<file path="config.mk">
export PLATFORM = sky130hd
export DESIGN_NAME = fir_decimate
export DESIGN_NICKNAME = d
export VERILOG_FILES = /design/src/rtl/fir_decimate.sv
export SDC_FILE = /design/constraint.sdc
export NUM_CORES = 2
export LEC_CHECK = 0
export CAP_MARGIN = 30
export CORE_UTILIZATION = 60
export CTS_BUF_LIST = sky130_fd_sc_hd__clkbuf_16
export CTS_CLUSTER_SIZE = 16
export DETAILED_ROUTE_END_ITERATION = 10
export PLACE_DENSITY = 0.76
export SYNTH_ARGS = -nofsm -noshare
export SYNTH_HDL_FRONTEND = slang
export SYNTH_SLANG_ARGS = --single-unit
</file>
<file path="constraint.sdc">
create_clock -name clk -period 8.4 [get_ports clk]
set_input_delay 1.26 -clock clk [delete_from_list [all_inputs] [get_ports clk]]
set_output_delay 1.26 -clock clk [all_outputs]
set_load 0.02 [all_outputs]
</file>
<file path="src/rtl/fir_decimate.sv">
// rtl/fir_decimate.sv - decimating FIR engine driving a dual-port coefficient ROM
//
// Purpose: keeps input samples in a circular buffer and, on every DECIMATE-th
// sample, runs an N_TAPS multiply-accumulate two taps per cycle (ROM port 1
// carries the even tap, port 2 the odd tap), then rounds, saturates and
// presents one output sample with a single-cycle valid pulse.
//
// Ports:
//   clk, rst_n            clock, asynchronous active-low reset
//   din_valid, din        signed input sample stream
//   rom_en1/2, rom_addr1/2  coefficient ROM read requests (even / odd tap)
//   rom_do1/2             coefficient ROM data, one cycle after the request
//   dout_valid, dout      one-cycle output pulse and held signed output sample
//   busy                  a computation is in progress
//   overrun               one-cycle pulse when a trigger is dropped

module fir_decimate #(
  parameter int N_TAPS        = 120,
  parameter int DECIMATE      = 20,
  parameter int IN_WIDTH      = 12,
  parameter int COEFF_WIDTH   = 16,
  parameter int ADDRESS_WIDTH = 7,
  parameter int OUT_WIDTH     = 16,
  parameter int OUT_SHIFT     = 8
) (
  input  logic                     clk,
  input  logic                     rst_n,
  input  logic                     din_valid,
  input  logic [IN_WIDTH-1:0]      din,
  output logic                     rom_en1,
  output logic                     rom_en2,
  output logic [ADDRESS_WIDTH-1:0] rom_addr1,
  output logic [ADDRESS_WIDTH-1:0] rom_addr2,
  input  logic [COEFF_WIDTH-1:0]   rom_do1,
  input  logic [COEFF_WIDTH-1:0]   rom_do2,
  output logic                     dout_valid,
  output logic [OUT_WIDTH-1:0]     dout,
  output logic                     busy,
  output logic                     overrun
);

  localparam int DEPTH  = N_TAPS + DECIMATE;
  localparam int PTR_W  = $clog2(DEPTH);
  localparam int HALF   = N_TAPS / 2;
  localparam int K_W    = $clog2(HALF + 1);
  localparam int DCNT_W = $clog2(DECIMATE + 1);
  localparam int PROD_W = IN_WIDTH + COEFF_WIDTH;
  localparam int ACC_W  = PROD_W + $clog2(N_TAPS);
  localparam int RND_W  = ACC_W + 1;

  localparam logic [K_W-1:0]          K_LAST     = K_W'(HALF - 1);
  localparam logic [DCNT_W-1:0]       DCNT_LAST  = DCNT_W'(DECIMATE - 1);
  localparam logic [PTR_W-1:0]        PTR_LAST   = PTR_W'(DEPTH - 1);
  localparam logic [1:0]              DRAIN_LAST = 2'd2;
  localparam logic signed [RND_W-1:0] RND_ADD    = RND_W'(2 ** (OUT_SHIFT - 1));
  localparam logic signed [RND_W-1:0] SAT_MAX    = RND_W'(2 ** (OUT_WIDTH - 1) - 1);
  localparam logic signed [RND_W-1:0] SAT_MIN    = ~SAT_MAX;

  typedef enum logic [1:0] {S_IDLE, S_FETCH, S_DRAIN, S_OUT} state_t;

  state_t                      state_q, state_d;
  logic [K_W-1:0]              k_q, k_d;
  logic [1:0]                  drain_q, drain_d;
  logic [PTR_W-1:0]            wp_q, rp_q;
  logic [DCNT_W-1:0]           dcnt_q;
  logic [IN_WIDTH-1:0]         buf_q [DEPTH];
  logic signed [IN_WIDTH-1:0]  samp_e_q, samp_o_q;
  logic                        v1_q, v2_q;
  logic signed [PROD_W-1:0]    prod_e_q, prod_o_q;
  logic signed [PROD_W-1:0]    prod_e_d, prod_o_d;
  logic signed [ACC_W-1:0]     acc_q;
  logic [OUT_WIDTH-1:0]        dout_q;

  logic                        trigger, start, fetch, load_dout;
  logic [PTR_W-1:0]            rp_odd, rp_step, wp_next;
  logic signed [RND_W-1:0]     rnd, shifted;
  logic [OUT_WIDTH-1:0]        sat;

  assign trigger   = din_valid && (dcnt_q == DCNT_LAST);
  assign start     = trigger && (state_q == S_IDLE);
  assign fetch     = (state_q == S_FETCH);
  assign load_dout = (state_q == S_DRAIN) && (drain_q == DRAIN_LAST);

  assign overrun    = trigger && (state_q != S_IDLE);
  assign busy       = (state_q != S_IDLE);
  assign dout_valid = (state_q == S_OUT);
  assign dout       = dout_q;
  assign rom_en1    = fetch;
  assign rom_en2    = fetch;
  assign rom_addr1  = fetch ? ADDRESS_WIDTH'({k_q, 1'b0}) : '0;
  assign rom_addr2  = fetch ? ADDRESS_WIDTH'({k_q, 1'b1}) : '0;

  // Read pointer walks backwards in time, two samples per FETCH cycle.
  assign rp_odd  = (rp_q == '0) ? PTR_LAST : rp_q - PTR_W'(1);
  assign rp_step = (rp_q < PTR_W'(2)) ? rp_q + PTR_W'(DEPTH - 2) : rp_q - PTR_W'(2);
  assign wp_next = (wp_q == PTR_LAST) ? '0 : wp_q + PTR_W'(1);

  always_comb begin
    state_d = state_q;
    k_d     = k_q;
    drain_d = drain_q;
    case (state_q)
      S_IDLE: begin
        if (start) begin
          state_d = S_FETCH;
          k_d     = '0;
        end
      end
      S_FETCH: begin
        k_d = k_q + K_W'(1);
        if (k_q == K_LAST) begin
          state_d = S_DRAIN;
          k_d     = '0;
          drain_d = '0;
        end
      end
      S_DRAIN: begin
        drain_d = drain_q + 2'd1;
        if (drain_q == DRAIN_LAST) state_d = S_OUT;
      end
      S_OUT: state_d = S_IDLE;
      default: state_d = S_IDLE;
    endcase
  end

  // Operands are widened to the product width so the multiply is full precision.
  always_comb begin
    prod_e_d = PROD_W'(samp_e_q) * PROD_W'($signed(rom_do1));
    prod_o_d = PROD_W'(samp_o_q) * PROD_W'($signed(rom_do2));
  end

  // Round half up, then clamp to the output range.
  always_comb begin
    rnd     = RND_W'(acc_q) + RND_ADD;
    shifted = rnd >>> OUT_SHIFT;
    if (shifted > SAT_MAX)      sat = SAT_MAX[OUT_WIDTH-1:0];
    else if (shifted < SAT_MIN) sat = SAT_MIN[OUT_WIDTH-1:0];
    else                        sat = shifted[OUT_WIDTH-1:0];
  end

  always_ff @(posedge clk or negedge rst_n) begin
    if (!rst_n) begin
      for (int i = 0; i < DEPTH; i++) buf_q[i] <= '0;
    end else if (din_valid) begin
      buf_q[wp_q] <= din;
    end
  end

  always_ff @(posedge clk or negedge rst_n) begin
    if (!rst_n) begin
      state_q  <= S_IDLE;
      k_q      <= '0;
      drain_q  <= '0;
      wp_q     <= '0;
      rp_q     <= '0;
      dcnt_q   <= '0;
      samp_e_q <= '0;
      samp_o_q <= '0;
      v1_q     <= 1'b0;
      v2_q     <= 1'b0;
      prod_e_q <= '0;
      prod_o_q <= '0;
      acc_q    <= '0;
      dout_q   <= '0;
    end else begin
      state_q <= state_d;
      k_q     <= k_d;
      drain_q <= drain_d;
      if (din_valid) begin
        wp_q   <= wp_next;
        dcnt_q <= trigger ? '0 : dcnt_q + DCNT_W'(1);
      end
      // The trigger sample lands at wp_q this cycle and becomes tap 0.
      if (start) rp_q <= wp_q;
      else if (fetch) rp_q <= rp_step;
      if (fetch) begin
        samp_e_q <= buf_q[rp_q];
        samp_o_q <= buf_q[rp_odd];
      end
      v1_q <= fetch;
      v2_q <= v1_q;
      if (v1_q) begin
        prod_e_q <= prod_e_d;
        prod_o_q <= prod_o_d;
      end
      if (start) acc_q <= '0;
      else if (v2_q) acc_q <= acc_q + ACC_W'(prod_e_q) + ACC_W'(prod_o_q);
      if (load_dout) dout_q <= sat;
    end
  end

endmodule
</file>
==> impl_metrics.toml <==
[synthesis]
yosysSeqAreaShare_pct = 40.8
ys_types = 82
synth.cell_area_sq_um = 113000
synthCells = 8292
async_flop_share_pct = 100
ys_ff_latch = 1844
yosysWarningCount = 0
synth_edf_count = 0
syn_avg_cell_area_sq_um = 13.6
synth_ff_type = "dfrtp_1"
syn_nets = 8900

[cts]
clk_latency_ns = 0.87
clk_pin_slew_ns = 0.06
post_cts_resized = 0
ctsHoldBuffers = 0
clock_sinks = 1844
cts_buffers = 197
cts.path.max_buffers = 3
htree_num_levels = 4
cts_tree = "yes"
clock-root-buffer = "clkbuf_16"
cts_setup_buffers = 0

[floorplanning]
pin_count = 82
rows = 158
die_area_sq_um = 190000
start_util_pct = 60.7
fp.dieW_um = 436
core_sq_um = 186000
die_h_um = 436

[place]
place_hpwl_um = 224000
pre_cts_ws_ns = 0.774
dp_cells = 10300
port_buffers = 80
place.gp.congestion = 0.979

[layout]
area_growth_pct = 8.38
layout.nets = 8667
drive_gt1_share_pct = 39.6
final_cells = 10700
utilization_pct = 65.8

[setup_path]
worstSetupStartpointType = "input pin"
required_ns = 9.15
cp_slowest_stage_delay_ns = 0.79
worstPathCellList = "clkdlybuf4s50_1 > nand2_1 > fa_1 > inv_1 > fa_1 > inv_1 > fa_1 > fa_1 > fa_1 > inv_1 > ha_1 > a21o_1 > a21oi_1 > o211ai_1 > a21oi_1 > o21ai_1 > a2111oi_0 > o21ai_0 > a31oi_1 > xnor2_1 > mux2_2"
arrival_ns = 7.62
r2r_start = "samp_e_q[11]"
crit_start = "rom_do1[8]"
reg2reg_depth = 19
crit_top_cell = "fa_1"
crit_path_end_kind = "register"
crit_fanout = 12
setup.worst_path.class = "input pin to register"
cp_slowest_cell = "clkdlybuf4s50_1"

[sta]
rsz0062_at_grt = "no"
post-route-min-period_ns = 6.88
setup_viol = 0
final.setup.worst_slack_ns = 1.52
clock_skew_ns = 0.0341
fin_tns_setup_ns = 0
tightestPinTransition_ns = 1.14
final_max_slew_viol_count = 0
fmax_mhz = 145
whs_ns = 0.392
min_period_over_period_pct = 81.9
hold_viol = 0
max_slew_margin_pct = 23.5

[run]
maxCapViolations = 0

[detailed_routing]
vias = 75000
wl_um = 335000
wl_per_cell_um = 31.3
drt_first_pass_iters = 8
first_iter_violations = 8117
drc_errors = 0
final_antenna_net_count = 0
viasPerCell = 7.01

[pwr]
pwr_density_cell_nw_per_um2 = 318
p_leak_nw = 56.6
vdd_drop_max_uv = 571

[grt]
grt_max_degree = 178
grt_overflow_total = 0
grtUsageTotal_pct = 35.8
antenna_found_initial = 21
grt_pass1_vias = 76800
grt_first_pass_wirelength_um = 508000

[status]
status = "complete, no violations"

[worst_hold_path]
hold_path.class = "input pin to asynchronous set/reset pin"
[cells in the final DEF, fill, tap and decap left out, types with 31 or more instances in the layout]
cell                n
dfrtp_1          1840
clkinv_1           50
inv_1             518
mux2i_1            90
o21ai_0            88
nor2_1            191
a22oi_1            63
clkbuf_16         197
nor3_1             38
buf_4             182
nor2_2             44
a21o_1             36
nor2b_1            31
mux2_2           1730
nand3_1            81
xnor2_1            79
nand2_1           541
fa_1              391
a21oi_1           158
clkinv_2           36
and2_1            132
mux4_2            953
ha_1              169
clkdlybuf4s50_1    67
xor2_1             37
o22ai_1            31
[cell usage after synthesis (all sizes together) (36+ instances only)]
| cell | instances | area share, % |
|---|---|---|
| ha | 170 | 1.9 |
| xor2 | 37 | 0.29 |
| a21o | 36 | 0.24 |
| nand3 | 81 | 0.36 |
| mux4 | 953 | 19 |
| mux2 | 1730 | 17 |
| nor3 | 41 | 0.19 |
| buf | 160 | 0.72 |
| and2 | 132 | 0.73 |
| nor2 | 237 | 0.80 |
| clkbuf | 568 | 1.9 |
| a21oi | 159 | 0.71 |
| fa | 391 | 6.9 |
| xnor2 | 79 | 0.61 |
| dfrtp | 1844 | 41 |
| inv | 480 | 1.6 |
| a22oi | 63 | 0.42 |
| nand2 | 542 | 1.8 |
| o21ai | 119 | 0.53 |
| mux2i | 90 | 0.80 |
[worst max-delay path: cells and delay by family]
family                   cells  cell delay (ns)
AO/OA/AOI/OAI                8             1.99
AND/OR/NAND/NOR              1             0.15
XOR/XNOR                     1             0.09
adder cells (fa/ha/maj)      6             2.93
buffers and inverters        4             0.94
multiplexers                 1             0.26
[layer usage]
metal  up-vias  part of all wire (%)  routed length, um  track usage, %
met3      1024                    11              36900            10.2
li1      29800                     -                  -               -
met4        24                   6.5              21900            19.8
met1     39700                    36             122000            47.1
met2      4405                    46             154000            54.0
met5         -                 0.043                145               0
[cells by family (layout without fill, tap and decap cells)]
group           after synthesis  in the layout  synth area share [%]
fa+ha+maj                   561            561                  8.81
buf+inv                    1210           1134                  4.21
xor+xnor                    116            116                 0.899
mux                        2773           2773                  37.0
simple gates               1191           1191                  4.81
compound gates              596            596                  3.39
other cells                   1             11               0.00332
flops                      1844           1844                  40.8
[layout make-up]
type | instances | area (sq um)
Tap cell | 2480 | 3100
Clock buffer | 197 | 4930
Inverter | 482 | 1820
Sequential cell | 1844 | 46200
Fill cell | 13200 | 63800
Timing Repair Buffer | 296 | 2880
Antenna cell | 10 | 25.0
Clock inverter | 159 | 1280
Multi-Input combinational cell | 5238 | 62300
[report_power, final]
group / switching [mW] / internal (mW)
registers: 1.54 / 10.3
clock network: 3.82 / 4.67
logic: 10.8 / 7.81
[final timing paths]
path,end,slack (ns)
max in group asynchronous,rp_q[3],5.80
max reg2reg,prod_e_q[26],1.90
min in group clk,dout[12],0.49
max,prod_e_q[26],1.52
min reg2reg,dout[12],0.49
min,buf_q[1429],0.39
[per-stage QoR]
step           power, mW  cell area [sq um]
2_1_floorplan       24.3             113000
3_3_place_gp        29.7             116000
3_5_place_dp        30.2             116000
4_1_cts             38.7             122000
5_1_grt             40.7             122000
6_report            39.0             122000
[flip-flops by register name, summed over array words and instances, names as in the netlist]
register  flops
acc_q        35
buf_q      1680
dcnt_q        5
dout         16
drain_q       2
k_q           6
prod_e_q     28
prod_o_q     28
rp_q          8
samp_e_q     12
samp_o_q     12
state_q       2
v1_q          1
v2_q          1
wp_q          8
No activity file was read; power rests on OpenSTA's default activity.
